[src/rtl/alu_ctrl_seq_if.sv]
// alu_ctrl_seq_if: decode request / registered result handshake bundle
interface alu_ctrl_seq_if;
   logic       in_valid, in_ready, f7b5, out_valid, out_ready, md_start, illegal;
   logic [2:0] alu_op, funct3, mem, md_op;
   logic [3:0] alu_ctrl;
   logic [1:0] equal_comp;
   modport master (
      output in_valid, alu_op, funct3, f7b5, out_ready,
      input  in_ready, out_valid, alu_ctrl, mem, equal_comp, md_op, md_start, illegal
   );
   modport slave (
      input  in_valid, alu_op, funct3, f7b5, out_ready,
      output in_ready, out_valid, alu_ctrl, mem, equal_comp, md_op, md_start, illegal
   );
endinterface

[src/rtl/alu_ctrl_seq.sv]
// alu_ctrl_seq: handshaked ALU-control decoder with RV32M latency hold
module alu_ctrl_seq #(
   parameter int MUL_LAT  = 4,
   parameter int DIV_LAT  = 32,
   parameter bit ENABLE_M = 1'b1,
   parameter int CNT_W    = 6
) (
   input  logic clk,
   input  logic reset,
   input  logic flush,
   alu_ctrl_seq_if.slave bus
);
   typedef enum logic [1:0] {IDLE, HOLD, MD_WAIT} state_t;
   localparam logic [CNT_W-1:0] MUL_CNT = CNT_W'(MUL_LAT - 1);
   localparam logic [CNT_W-1:0] DIV_CNT = CNT_W'(DIV_LAT - 1);
   state_t           state_q, state_d;
   logic [CNT_W-1:0] cnt_q, cnt_d;
   logic [3:0]       alu_q, alu_d, ar_code, dec_alu;
   logic [2:0]       mem_q, mem_d, md_q, md_d, dec_mem, dec_md;
   logic [1:0]       eq_q, eq_d, dec_eq;
   logic             ill_q, ill_d, dec_ill, ar_ok, ar_b5, is_m, rdy, accept, retire;
   // I-type only honours funct7[5] for shifts; slli with it set must decode illegal
   assign ar_b5 = (bus.alu_op[0] && bus.funct3 != 3'b101 && bus.funct3 != 3'b001) ? 1'b0 : bus.f7b5;
   always_comb begin
      ar_code = 4'b0010;
      ar_ok   = 1'b1;
      case ({bus.funct3, ar_b5})
         4'b0000: ar_code = 4'b0010;
         4'b0001: ar_code = 4'b0110;
         4'b0010: ar_code = 4'b0100;
         4'b0100: ar_code = 4'b0101;
         4'b0110: ar_code = 4'b0111;
         4'b1000: ar_code = 4'b0011;
         4'b1010: ar_code = 4'b1000;
         4'b1011: ar_code = 4'b1001;
         4'b1100: ar_code = 4'b0001;
         4'b1110: ar_code = 4'b0000;
         default: ar_ok   = 1'b0;
      endcase
   end
   always_comb begin
      dec_alu = 4'b0010;
      dec_mem = 3'b000;
      dec_eq  = 2'b00;
      dec_md  = 3'b000;
      dec_ill = 1'b0;
      case (bus.alu_op)
         3'b000, 3'b001: begin
            dec_alu = ar_code;
            dec_ill = !ar_ok;
         end
         3'b010:
            case (bus.funct3)
               3'b000:  dec_mem = 3'b001;
               3'b001:  dec_mem = 3'b010;
               3'b010:  dec_mem = 3'b011;
               3'b100:  dec_mem = 3'b101;
               3'b101:  dec_mem = 3'b100;
               default: dec_ill = 1'b1;
            endcase
         3'b100:
            case (bus.funct3)
               3'b000:         dec_mem = 3'b110;
               3'b001, 3'b010: dec_mem = 3'b111;
               default:        dec_ill = 1'b1;
            endcase
         3'b011: begin
            dec_alu = bus.funct3[2] ? (bus.funct3[1] ? 4'b0111 : 4'b0101) : 4'b0011;
            dec_eq  = (bus.funct3[0] ^ !bus.funct3[2]) ? 2'b11 : 2'b10;
            dec_ill = bus.funct3[2:1] == 2'b01;
         end
         3'b101: begin
            dec_alu = 4'b1111;
            dec_md  = bus.funct3;
            dec_ill = !ENABLE_M;
         end
         default: dec_ill = 1'b1;
      endcase
      if (dec_ill) begin
         dec_alu = 4'b0010;
         dec_mem = 3'b000;
         dec_eq  = 2'b00;
         dec_md  = 3'b000;
      end
   end
   assign is_m   = bus.alu_op == 3'b101 && !dec_ill;
   assign rdy    = !flush && (state_q == IDLE || (state_q == HOLD && bus.out_ready));
   assign accept = bus.in_valid && rdy;
   assign retire = state_q == HOLD && bus.out_ready;
   always_comb begin
      state_d = state_q;
      cnt_d   = cnt_q;
      alu_d   = alu_q;
      mem_d   = mem_q;
      eq_d    = eq_q;
      md_d    = md_q;
      ill_d   = ill_q;
      if (flush) state_d = IDLE;
      else if (accept) begin
         state_d = is_m ? MD_WAIT : HOLD;
         cnt_d   = is_m ? (bus.funct3[2] ? DIV_CNT : MUL_CNT) : '0;
         alu_d   = dec_alu;
         mem_d   = dec_mem;
         eq_d    = dec_eq;
         md_d    = dec_md;
         ill_d   = dec_ill;
      end else if (retire) state_d = IDLE;
      else if (state_q == MD_WAIT) begin
         state_d = cnt_q == '0 ? HOLD : MD_WAIT;
         cnt_d   = cnt_q == '0 ? cnt_q : cnt_q - 1'b1;
      end
   end
   always_ff @(posedge clk) begin
      if (reset) begin
         state_q <= IDLE;
         cnt_q   <= '0;
         alu_q   <= 4'b0010;
         mem_q   <= 3'b000;
         eq_q    <= 2'b00;
         md_q    <= 3'b000;
         ill_q   <= 1'b0;
      end else begin
         state_q <= state_d;
         cnt_q   <= cnt_d;
         alu_q   <= alu_d;
         mem_q   <= mem_d;
         eq_q    <= eq_d;
         md_q    <= md_d;
         ill_q   <= ill_d;
      end
   end
   assign bus.in_ready   = rdy;
   assign bus.out_valid  = state_q == HOLD;
   assign bus.alu_ctrl   = alu_q;
   assign bus.mem        = mem_q;
   assign bus.equal_comp = eq_q;
   assign bus.md_op      = md_q;
   assign bus.illegal    = ill_q;
   assign bus.md_start   = accept && is_m;
endmodule
[src/flat_wrapper.sv]
// flat-port wrapper written by rule: the top's interface ports become plain ports
module alu_ctrl_seq_flat 
#(
   parameter int MUL_LAT  = 4,
   parameter int DIV_LAT  = 32,
   parameter bit ENABLE_M = 1'b1,
   parameter int CNT_W    = 6
)
  (clk, reset, flush, bus_in_valid, bus_alu_op, bus_funct3, bus_f7b5, bus_out_ready, bus_in_ready, bus_out_valid, bus_alu_ctrl, bus_mem, bus_equal_comp, bus_md_op, bus_md_start, bus_illegal);
  alu_ctrl_seq_if bus_i ();
  input  logic clk;
  input  logic reset;
  input  logic flush;
  input wire logic [$bits(bus_i.in_valid)-1:0] bus_in_valid;
  input wire logic [$bits(bus_i.alu_op)-1:0] bus_alu_op;
  input wire logic [$bits(bus_i.funct3)-1:0] bus_funct3;
  input wire logic [$bits(bus_i.f7b5)-1:0] bus_f7b5;
  input wire logic [$bits(bus_i.out_ready)-1:0] bus_out_ready;
  output wire logic [$bits(bus_i.in_ready)-1:0] bus_in_ready;
  output wire logic [$bits(bus_i.out_valid)-1:0] bus_out_valid;
  output wire logic [$bits(bus_i.alu_ctrl)-1:0] bus_alu_ctrl;
  output wire logic [$bits(bus_i.mem)-1:0] bus_mem;
  output wire logic [$bits(bus_i.equal_comp)-1:0] bus_equal_comp;
  output wire logic [$bits(bus_i.md_op)-1:0] bus_md_op;
  output wire logic [$bits(bus_i.md_start)-1:0] bus_md_start;
  output wire logic [$bits(bus_i.illegal)-1:0] bus_illegal;
  assign bus_i.in_valid = bus_in_valid;
  assign bus_i.alu_op = bus_alu_op;
  assign bus_i.funct3 = bus_funct3;
  assign bus_i.f7b5 = bus_f7b5;
  assign bus_i.out_ready = bus_out_ready;
  assign bus_in_ready = bus_i.in_ready;
  assign bus_out_valid = bus_i.out_valid;
  assign bus_alu_ctrl = bus_i.alu_ctrl;
  assign bus_mem = bus_i.mem;
  assign bus_equal_comp = bus_i.equal_comp;
  assign bus_md_op = bus_i.md_op;
  assign bus_md_start = bus_i.md_start;
  assign bus_illegal = bus_i.illegal;
  alu_ctrl_seq #(.MUL_LAT(MUL_LAT), .DIV_LAT(DIV_LAT), .ENABLE_M(ENABLE_M), .CNT_W(CNT_W)) u_core (.clk(clk), .reset(reset), .flush(flush), .bus(bus_i));
endmodule
[config.mk]
export PLATFORM = sky130hd
export DESIGN_NAME = alu_ctrl_seq_flat
export DESIGN_NICKNAME = d
export VERILOG_FILES = /design/src/rtl/alu_ctrl_seq_if.sv /design/src/rtl/alu_ctrl_seq.sv /design/src/flat_wrapper.sv
export SDC_FILE = /design/constraint.sdc
export NUM_CORES = 1
export LEC_CHECK = 0
export ABC_AREA = 1
export ABC_CLOCK_PERIOD_IN_PS = 2700
export CAP_MARGIN = 10
export CORE_ASPECT_RATIO = 1.1
export CORE_MARGIN = 2
export CORE_UTILIZATION = 66
export DETAILED_ROUTE_END_ITERATION = 7
export DONT_BUFFER_PORTS = 1
export PLACE_DENSITY_LB_ADDON = 0.08
export SLEW_MARGIN = 10
export SYNTH_ARGS = -nofsm -noshare
export SYNTH_HDL_FRONTEND = slang
export SYNTH_SLANG_ARGS = --single-unit
[constraint.sdc]
create_clock -name clk -period 2.7 [get_ports clk]
set_input_delay 0.54 -clock clk [delete_from_list [all_inputs] [get_ports clk]]
set_output_delay 0.54 -clock clk [all_outputs]
set_load 0.05 [all_outputs]
---- Yosys cells after proc, flatten, opt, wreduce, memory -nomap -nowiden ----
Index checks and enable logic that the tools add are counted.
storage, ports and cells
  register bits ........................... 21
  bits of input ports ..................... 12
  output and inout bits ................... 16
  logic and storage cells ................. 92
cells by class
  add/sub/neg operators ................... 1
  eq/ne operators ......................... 25
  muxes and demuxes ....................... 30
  bitwise logic cells ..................... 2
  reduce and logical (&&, ||, !) cells .... 27
operator list
  kind                                                                    number
  4-bit one-hot mux with 9 select lines                                   1
  6-bit 2-to-1 mux                                                        5
  4-bit equality test (second input constant)                             5
  2-bit 2-to-1 mux                                                        8
  3-bit one-hot mux with 5 select lines                                   1
  3-bit equality test (second input constant)                             4
  3-bit one-hot mux with 2 select lines                                   2
  4-bit one-hot mux with 3 select lines                                   1
  10-bit OR reduction                                                     1
  3-bit by 2-bit equality test with 1-bit output (second input constant)  3
  3-bit 2-to-1 mux                                                        3
  4-bit by 3-bit equality test with 1-bit output (second input constant)  2
  4-bit 2-to-1 mux                                                        2
  1-bit logical AND                                                       7
  3-bit by 1-bit equality test with 1-bit output (second input constant)  2
  3-bit zero test                                                         2
  6-bit zero test                                                         1
  2-bit OR reduction                                                      3
  6-bit by 1-bit subtractor with 6-bit output (second input constant)     1
  1-bit 2-to-1 mux                                                        5
  5-bit 2-to-1 mux                                                        1
  1-bit one-hot mux with 5 select lines                                   1
  5-bit OR reduction                                                      1
  2-bit by 1-bit equality test with 1-bit output (second input constant)  2
  17 further kinds                                                        21

---- Longest topological paths before layout ----
Gate-level depths: netlist of the first run.
  depth after elaboration ................. 13
  gate-level depth with buffers ........... 10
  depth with buffers taken out ............ 10

---- Worst setup path before layout of the first run ----
Ideal clock, no wire load.
  kind .................................... input -> output
  from .................................... input flush
  to ...................................... output bus_md_start
  arrival time ............................ 1539 ps
  data required time ...................... 2160 ps
  path slack .............................. 621 ps
  stages on the path ...................... 3
  path buffers ............................ 0
  path through ............................ nor3_4 > nand2_4 > nor2_4
between the ends
  cells in the longest elaborated chain, start to end .. 4
ends and longest elaborated chain
  item                RTL line             text
  start: declaration  flat_wrapper.sv:13   input logic flush;
  1-bit zero test     alu_ctrl_seq.sv:87   assign rdy = !flush && (state_q == IDLE || (state_q == HOLD && bus.out_ready));
  1-bit logical AND   alu_ctrl_seq.sv:87
  1-bit logical AND   alu_ctrl_seq.sv:88   assign accept = bus.in_valid && rdy;
  1-bit logical AND   alu_ctrl_seq.sv:139  assign bus.md_start = accept && is_m;
  end: declaration    flat_wrapper.sv:25   output wire logic [$bits(bus_i.md_start)-1:0] bus_md_start;
No other way between the ends.

---- Worst setup path after layout of the first run ----
  from .................................... register u_core.state_q[0]
  to ...................................... output bus_md_start
between the ends
  cells in the longest elaborated chain, start to end .. 6
  elaborated cells between the ends (all ways) .. 7
  classes of those cells .................. 1 x eq/ne; 6 x reduce/logical
ends and longest elaborated chain
  item                                            RTL line             text
  start: declaration                              alu_ctrl_seq.sv:16   state_t state_q, state_d;
  start signal: assignment                        alu_ctrl_seq.sv:123  state_q <= state_d;
  2-bit by 1-bit equality test with 1-bit output  alu_ctrl_seq.sv:87
  1-bit logical AND                               alu_ctrl_seq.sv:87
  1-bit logical OR *                              alu_ctrl_seq.sv:87
  1-bit logical AND *                             alu_ctrl_seq.sv:87
  1-bit logical AND *                             alu_ctrl_seq.sv:88
  1-bit logical AND *                             alu_ctrl_seq.sv:139
Mark *: on every way between the ends. The rest lies on a longest branch, timed or not.

==> metrics.cfg, run 1 <==
[logic_synthesis]
netlist.area_leader.share_pct=31.9
netlist_instances=192
yosys.area.top_type=dfxtp_1
synthesis.area_mm2=0.00132
synth_area_leaders=dfxtp_1 32%, nand2_1 14%, a21oi_1 7.2%
synth_area_per_cell_um2=6.86
synth_nets=206
ys_types=31
synth_warnings=0
ys_seq_elements=21
synth_seq_area_share_pct=31.9

[setup_path]
critPathSlowestCell=nor2_4
r2r_cells=7
worst_r2r_endpoint=u_core.cnt_q[4]$_SDFFE_PP0P_
required_ps=2160
cp-start-kind=flop
path_cells=inv_2, nor2_4, nor3_4, nand2_4, nor2_4
crit_top_cell=nor2_4
cp_top_family=simple AND/OR/NAND/NOR gates
worst-path-buf-inv=1
arrival_ps=1580
crit_path_end_kind=output pin
worstSetupPathType=flop to output pin
cp.depth=5
r2r_setup_slack_ps=1010
r2r_start=u_core.state_q[0]$_SDFFE_PP0P_
slowest_delay_ps=410
worst-path-max-fanout=21

[min_path]
hp-class=input port to flop
min_path_cells=1
min_delay_worst_endpoint=u_core.bus.mem[2]$_SDFFE_PP0P_
min-delay-start=reset

[power]
power.switching_uw=201
power_frac_seq_pct=56.0
power_frac_comb_pct=19.8
p_leak_nw=0.570
p_int_uw=421
p_sw_share_pct=32.3
peakVddDrop_mv=0.368
p_per_area_mw_per_mm2=468
p_clk_share_pct=24.2

[timing]
hold_slack_ps=284
worstMarginPinSlew_ps=533
hold_viol=0
max_freq_mhz=472
period_share_pct=78.4
fin_setup_tns_ps=0
rsz0062_at_grt=no
final.min_clock_period_ps=2120
relSlewSlack_pct=64.4
setup_slack_ps=582
drv_slew=0
clock_skew_ps=5.41
setup_violations=0

[clock_tree]
cts_tree=yes
cts_num_sinks=21
root_buffer=clkbuf_4
numCtsBuffers=3
htreeDepth=1
ctsResizeCount=0
post_cts_buffers=0
clockBufferDepth=2
cts_hold_buffers=0
path_clk_slew_ps=120
clkLatencyLatePin_ps=310

[floorplanning]
initial_core_util_pct=72.3
die_h_um=50.8
io_pins=28
coreArea_mm2=0.00182
die_width_um=46.6
rows=16
dieArea_mm2=0.00237

[final_layout]
fillers=161
drive_above_1_share_pct=13.5
layout_common_cells=48 x nand2_1, 23 x nor2_1, 21 x dfxtp_1
area_growth_pct=0.950
diodes=0
fin_nets=207
design_area_mm2=0.00133
final_common_cell=nand2_1

[placed_design]
io_buffers=0
place_congestion=0.892
dpl-instance-area_mm2=0.00130
hpwl_mm=2.18
post-place-ws_ps=782

[grt]
grt_pass1_vias=1164
grt_max_degree=22
use_met3_pct=4.95
antenna_found_initial=0
track_usage_pct=26.0
grtUsageMet2_pct=46.3
grt_first_pass_wirelength_mm=4.59
grt_overflow=0
gr-usage-met1_pct=30.5
grt_busiest_layer=met2

[job]
drv_cap=0

[detailed_routing]
wl_per_cell_um=12.6
ant_nets=0
viasPerCell=5.63
first_pass_iters=4
drt_iter0_markers=31
num_vias=1232
drc=0
routed_wl_mm=2.77

[run_status]
status=completed

-- worst reg2reg max path, cell delays in order (launching register included) --
cell,delay [ps]
dfxtp_1,360
inv_2,90
nor2_4,40
nor3_4,150
nand2_4,210
nor2_4,420
nand2_2,160
a31oi_1,200
-- worst max-delay path by stage --
| stage | to | slack [ps] | start |
|---|---|---|---|
| 2_1_floorplan | bus_md_start | 620 | flush |
| 3_3_place_gp | bus_md_start | 810 | flush |
| 3_5_place_dp | bus_md_start | 780 | flush |
| 4_1_cts | bus_md_start | 560 | u_core.state_q[0]$_SDFFE_PP0P_ |
| 5_1_grt | bus_md_start | 470 | u_core.state_q[0]$_SDFFE_PP0P_ |
| 6_report | bus_md_start | 580 | u_core.state_q[0]$_SDFFE_PP0P_ |
-- layout make-up --
class / count / area, um2 / share of cell area, %
flip-flops and latches: 21 / 420 / 31.6
multi-input cells: 145 / 757 / 57.0
clock inverters: 1 / 5.00 / 0.377
repair buffers: 2 / 15.0 / 1.13
inverters: 20 / 75.1 / 5.65
well taps: 27 / 33.8 / 2.54
clock buffers: 3 / 22.5 / 1.69
-- Yosys cell counts, drive strengths merged --
cell type and count:
nand4 2, nand2 54, a21oi 20, o21ai 14
o211ai 3, nand3b 1, inv 20, dfxtp 21
a31oi 2, ha 2, xnor2 2, nand3 11
o31ai 1, nor3 5, buf 5, nor2 27
or2 1, clkbuf 1
-- per-layer routing --
| metal | part of all wire [%] | vias up | wire length, um |
|---|---|---|---|
| met2 | 52 | 32 | 1430 |
| met5 | 0 | - | 0 |
| met3 | 4.8 | 6 | 132 |
| met1 | 42 | 560 | 1150 |
| met4 | 1.6 | 0 | 45 |
| li1 | - | 634 | - |
-- power groups by stage --
stage / Clock [mW] / Combinational [mW] / Sequential [mW]
after global routing: 0.162 / 0.137 / 0.351
after detailed placement: 0 / 0.122 / 0.356
after CTS: 0.153 / 0.122 / 0.349
final: 0.151 / 0.123 / 0.349
after global placement: 0 / 0.116 / 0.355
after floorplan: 0 / 0.114 / 0.354
-- sequential cells by signal, summed over array words and instances, names as in the netlist --
signal,flops
u_core.bus.illegal,1
u_core.state_q,2
u_core.bus.equal_comp,2
u_core.cnt_q,6
u_core.bus.mem,3
u_core.bus.alu_ctrl,4
u_core.bus.md_op,3
-- metrics by stage --
stage	utilization [%]	cells	power (mW)
global placement	71.4	215	0.471
CTS	72.9	219	0.624
floorplan	-	192	0.468
finish	72.9	219	0.622
detailed placement	71.4	215	0.477
global route	72.9	219	0.650
-- logic make-up after synthesis --
group	count (synthesis)	synth area share, %
simple gates	101	37.3
compound gates	40	17.0
buf+inv	26	10.6
flops	21	31.9
xor+xnor	2	1.33
fa+ha+maj	2	1.90
(Power assumes the default switching activity.)
==> run 2, diff against run 1 <==
--- a/config.mk
+++ b/config.mk
@@ -6,11 +6,11 @@
 export NUM_CORES = 1
 export LEC_CHECK = 0
 export ABC_AREA = 1
-export ABC_CLOCK_PERIOD_IN_PS = 2700
+export ABC_CLOCK_PERIOD_IN_PS = 1850
 export CAP_MARGIN = 10
 export CORE_ASPECT_RATIO = 1.1
 export CORE_MARGIN = 2
-export CORE_UTILIZATION = 66
+export CORE_UTILIZATION = 56
 export DETAILED_ROUTE_END_ITERATION = 7
 export DONT_BUFFER_PORTS = 1
 export PLACE_DENSITY_LB_ADDON = 0.08
==> constraint.sdc (replaced) <==
create_clock -name clk -period 1.85 [get_ports clk]
set_input_delay 0.37 -clock clk [delete_from_list [all_inputs] [get_ports clk]]
set_output_delay 0.37 -clock clk [all_outputs]
set_load 0.05 [all_outputs]
==> metrics.cfg, run 2 (synthesized netlist as in run 1, its figures left out) <==
[setup_path]
crit_path_end_kind=output pin
worst-path-max-fanout=6  ; -71%
arrival_ps=1370  ; -210 ps
cp-start-kind=flop
worstSetupPathType=flop to output pin
required_ps=1480  ; -680 ps

[timing]
setup_violations=0  ; unchanged
max_freq_mhz=574
period_share_pct=94.1
worstMarginPinSlew_ps=531  ; -2.24 ps
rsz0062_at_grt=no
relSlewSlack_pct=64.6  ; +0.15 points
fin_setup_tns_ps=0  ; unchanged
final.min_clock_period_ps=1740
clock_skew_ps=4.19  ; -1.21 ps
drv_slew=0  ; unchanged
hold_viol=0  ; unchanged

[power]
total_power_uw=902  ; +45%
p_per_area_mw_per_mm2=662  ; +41%
peakVddDrop_mv=0.461  ; +25%
p_leak_nw=0.584  ; +2.3%

[placed_design]
hpwl_mm=2.32  ; +6.8%
dpl-instance-area_mm2=0.00133  ; +2.4%
place_congestion=0.887  ; -0.58%
io_buffers=0  ; unchanged
dp_cells=220  ; +2.3%

[detailed_routing]
ant_nets=0  ; unchanged
routed_wl_mm=2.91  ; +5.4%
first_pass_iters=6  ; +2
viasPerCell=5.54  ; -1.6%
met1_length_mm=1.11  ; -3.9%
drc=0  ; unchanged
wl_per_cell_um=13.0  ; +3.0%
drt_iter0_markers=18  ; -42%
routed-wl-met2_mm=1.53  ; +6.6%
num_vias=1240  ; +0.65%
routed-wl-met3_um=173  ; +31%
top_layer=met4

[grt]
track_usage_pct=24.3  ; -1.6 points
grt_first_pass_wirelength_mm=4.93  ; +7.4%
grt_overflow=0  ; unchanged
antenna_found_initial=0  ; unchanged
grt_pass1_vias=1145  ; -1.6%
grt_max_degree=20  ; -9.1%

[clock_tree]
cts_tree=yes
path_clk_slew_ps=110  ; about the same
cts_hold_buffers=0  ; unchanged
clkLatencyLatePin_ps=300  ; about the same
root_buffer=clkbuf_4
clockBufferDepth=2  ; unchanged
numCtsBuffers=3  ; unchanged
htreeDepth=1  ; unchanged
cts_num_sinks=21  ; unchanged

[floorplanning]
io_pins=28  ; unchanged
die_h_um=54.9  ; +7.9%
dieArea_mm2=0.00275  ; +16%
coreArea_mm2=0.00223  ; +22%
rows=18  ; +2
initial_core_util_pct=59.0  ; -13 points
die_width_um=50.2  ; +7.8%

[run_status]
status=completed

[final_layout]
largest_reg_flops=6  ; unchanged
fin_nets=209  ; +0.97%
design_area_mm2=0.00136  ; +2.4%
diodes=0  ; unchanged
final_util_pct=61.1  ; -12 points
final_common_cell=nand2_1
area_growth_pct=3.42
drive_above_1_share_pct=14.9  ; +1.4 points
largest-register=u_core.cnt_q
stdcell_count=224  ; +2.3%
layout_common_cells=48 x nand2_1, 23 x nor2_1, 20 x dfxtp_1

[job]
drv_cap=0  ; unchanged

[min_path]
hp-class=input port to flop

-- run 2: layout make-up --
class | count | area (um2)
Tap cell | 30 | 37.5
Sequential cell | 21 | 422
Fill cell | 228 | 868
Timing Repair Buffer | 4 | 42.5
Multi-Input combinational cell | 145 | 757
Inverter | 20 | 75.1
Clock buffer | 3 | 22.5
Clock inverter | 1 | 5.00
-- run 2: worst paths after layout --
| path | start | endpoint | slack [ps] | cells after the start |
|---|---|---|---|---|
| max reg2reg | u_core.cnt_q[0]$_SDFFE_PP0P_ | u_core.cnt_q[0]$_SDFFE_PP0P_ | 390 | 6 |
| max | u_core.state_q[0]$_SDFFE_PP0P_ | bus_md_start | 110 | 6 |
| min | reset | u_core.bus.alu_ctrl[2]$_SDFFE_PP0P_ | 120 | 1 |
| min reg2reg | u_core.state_q[0]$_SDFFE_PP0P_ | u_core.state_q[0]$_SDFFE_PP0P_ | 520 | 2 |
-- run 2: critical path, cell delays in order (launching register included) --
cell	delay [ps]
dfxtp_2	350
inv_2	70
nor2_4	40
nor3_4	170
nand2_4	90
nor2_4	180
buf_12	160
-- run 2: power breakdown --
group	internal, mW	switching, mW
clock	0.0806	0.131
sequential	0.470	0.0395
combinational	0.0667	0.114
total	0.617	0.285
-- run 2: what timing repair did --
| action | CTS | global route |
|---|---|---|
| hold endpoints to repair | 0 | 0 |
| gates resized for setup | 0 | 1 |
| setup buffers | 0 | 0 |
| setup endpoints to repair | 0 | 1 |
-- run 2: per-stage QoR --
stage,hold WS [ps],setup WS [ps]
3_5_place_dp,442,394
6_report,119,109
4_1_cts,107,78.8
5_1_grt,89.8,13.6
3_3_place_gp,441,398
2_1_floorplan,439,91.3
-- run 2: layer usage --
layer	up-vias	global-route usage, %
met5	-	0
met4	0	14.8
met3	10	5.74
met2	40	44.3
met1	559	25.9
li1	631	-
==> run 3, diff against run 2 <==
--- a/config.mk
+++ b/config.mk
@@ -13,6 +13,7 @@
 export CORE_UTILIZATION = 56
 export DETAILED_ROUTE_END_ITERATION = 7
 export DONT_BUFFER_PORTS = 1
+export MAX_ROUTING_LAYER = met4
 export PLACE_DENSITY_LB_ADDON = 0.08
 export SLEW_MARGIN = 10
 export SYNTH_ARGS = -nofsm -noshare
==> constraint.sdc (replaced) <==
create_clock -name clk -period 1.85 [get_ports clk]
set_input_delay 0.37 -clock clk [delete_from_list [all_inputs] [get_ports clk]]
set_output_delay 0.37 -clock clk [all_outputs]
set_load 0.005 [all_outputs]
==> metrics.cfg, run 3 (synthesized netlist as in run 1, its figures left out) <==
[placed_design]
dpl-instance-area_mm2=0.00129  ; -3.2%
place_congestion=0.892  ; +0.54%
io_buffers=0  ; unchanged
post-place-ws_ps=352  ; -41.9 ps
hpwl_mm=2.25  ; -3.1%
dp_cells=216  ; -1.8%

[power]
p_clk_share_pct=25.0  ; +1.5 points
peakVddDrop_mv=0.487  ; +5.7%
p_int_uw=613  ; -0.58%
power_frac_seq_pct=55.6  ; -0.9 points
p_sw_share_pct=29.9  ; -1.7 points
total_power_uw=875  ; -3.0%
power.switching_uw=261  ; -8.2%
power_frac_comb_pct=19.4  ; -0.7 points
p_leak_nw=0.558  ; -4.4%
p_per_area_mw_per_mm2=659  ; -0.53%

[grt]
grt_first_pass_wirelength_mm=4.62  ; -6.2%
grt_pass1_vias=1076  ; -6.0%
track_usage_pct=23.0  ; -1.3 points
grt_overflow=0  ; unchanged
antenna_found_initial=0  ; unchanged
grt_max_degree=22  ; +10%

[detailed_routing]
wl_per_cell_um=13.1  ; +0.73%
met1_length_mm=1.21  ; +8.8%
num_vias=1195  ; -3.6%
viasPerCell=5.43  ; -1.9%
routed-wl-met2_mm=1.50  ; -1.7%
routed-wl-met3_um=113  ; -35%
ant_nets=0  ; unchanged
drc=0  ; unchanged
first_pass_iters=4  ; -2
top_layer=met4
drt_iter0_markers=14  ; -4
routed_wl_mm=2.88  ; -1.1%

[final_layout]
diodes=0  ; unchanged
fillers=228  ; unchanged
drive_above_1_share_pct=13.2  ; -1.8 points
final_util_pct=59.5  ; -1.5 points
largest_reg_flops=6  ; unchanged
largest-register=u_core.cnt_q
layout_common_cells=48 x nand2_1, 23 x nor2_1, 20 x dfxtp_1
area_growth_pct=0.855
stdcell_count=220  ; -1.8%
design_area_mm2=0.00133  ; -2.5%
fin_nets=205  ; -1.9%
final_common_cell=nand2_1

[clock_tree]
post_cts_buffers=0  ; unchanged
cts_tree=yes
path_clk_slew_ps=110  ; about the same
numCtsBuffers=3  ; unchanged
root_buffer=clkbuf_4
clkLatencyLatePin_ps=310  ; about the same
htreeDepth=1  ; unchanged
clockBufferDepth=2  ; unchanged
cts_num_sinks=21  ; unchanged

[timing]
clock_skew_ps=4.47  ; +0.280 ps
setup_violations=0  ; unchanged
rsz0062_at_grt=yes
hold_slack_ps=113  ; -6.73 ps
drv_slew=0  ; unchanged
worstMarginPinSlew_ps=296  ; -235 ps
fin_setup_tns_ps=0  ; unchanged
max_freq_mhz=562  ; -2.3%
final.min_clock_period_ps=1780  ; +40.1 ps
period_share_pct=96.3  ; +2.2 points
setup_slack_ps=69.1  ; -40.1 ps
hold_viol=0  ; unchanged
relSlewSlack_pct=80.2  ; +16 points

[setup_path]
required_ps=1480  ; about the same
r2r_start=u_core.state_q[1]$_SDFFE_PP0P_
cp_top_family=simple AND/OR/NAND/NOR gates
slowest_delay_ps=380  ; +30 ps
worst-path-buf-inv=0  ; -2
cp-start-kind=flop
path_cells=nor3_4, nand2_8, nor2_4
worstSetupPathType=flop to output pin
crit_start=u_core.state_q[1]$_SDFFE_PP0P_
worst-path-max-fanout=21  ; +15
critPathSlowestCell=dfxtp_1
arrival_ps=1410  ; +40 ps
crit_path_end_kind=output pin

[floorplanning]
coreArea_mm2=0.00223  ; unchanged
rows=18  ; unchanged
die_h_um=54.9  ; unchanged
dieArea_mm2=0.00275  ; unchanged
io_pins=28  ; unchanged
die_width_um=50.2  ; unchanged
initial_core_util_pct=59.0  ; unchanged

[min_path]
min-delay-start=reset
hp-class=input port to flop

[job]
drv_cap=0  ; unchanged

[run_status]
status=completed

## run 3: worst paths after layout
check,to,depth (start not counted),slack (ps)
max,bus_md_start,3,70
min,u_core.bus.mem[1]$_SDFFE_PP0P_,1,110
max reg2reg,u_core.bus.alu_ctrl[0]$_SDFFE_PP0P_,7,350
min reg2reg,u_core.bus.mem[0]$_SDFFE_PP0P_,2,490
## run 3: worst reg2reg max path, cell delays in order, from the launching register on
cell,delay [ps]
dfxtp_1,380
nor3_4,330
nand2_8,190
inv_2,220
nand3_2,110
nor2_1,110
nor2_1,50
nor2_1,70
## run 3: cell type report
type / count / area (um2) / area share [%]
Clock inverter: 1 / 5.00 / 0.377
Inverter: 20 / 75.1 / 5.66
Tap cell: 30 / 37.5 / 2.83
Multi-Input combinational cell: 145 / 766 / 57.7
Clock buffer: 3 / 22.5 / 1.70
Sequential cell: 21 / 422 / 31.8
## run 3: power groups by stage
stage / logic [mW] / registers, mW / clock network, mW
5_1_grt: 0.195 / 0.489 / 0.232
3_3_place_gp: 0.162 / 0.495 / 0
3_5_place_dp: 0.168 / 0.496 / 0
4_1_cts: 0.169 / 0.486 / 0.220
2_1_floorplan: 0.158 / 0.492 / 0
6_report: 0.170 / 0.486 / 0.218
## run 3: what timing repair did
| item | in CTS | in global routing |
|---|---|---|
| hold endpoints to repair | 0 | 0 |
| hold buffers | 0 | 0 |
| gates resized for setup | 0 | 2 |
| setup endpoints to repair | 0 | 1 |
## run 3: per-layer routing
layer  vias up  global-route usage, %
met5         -                      -
met4         0                   8.33
met3         7                   4.37
met2        22                   42.1
met1       545                   25.1
li1        621                      -
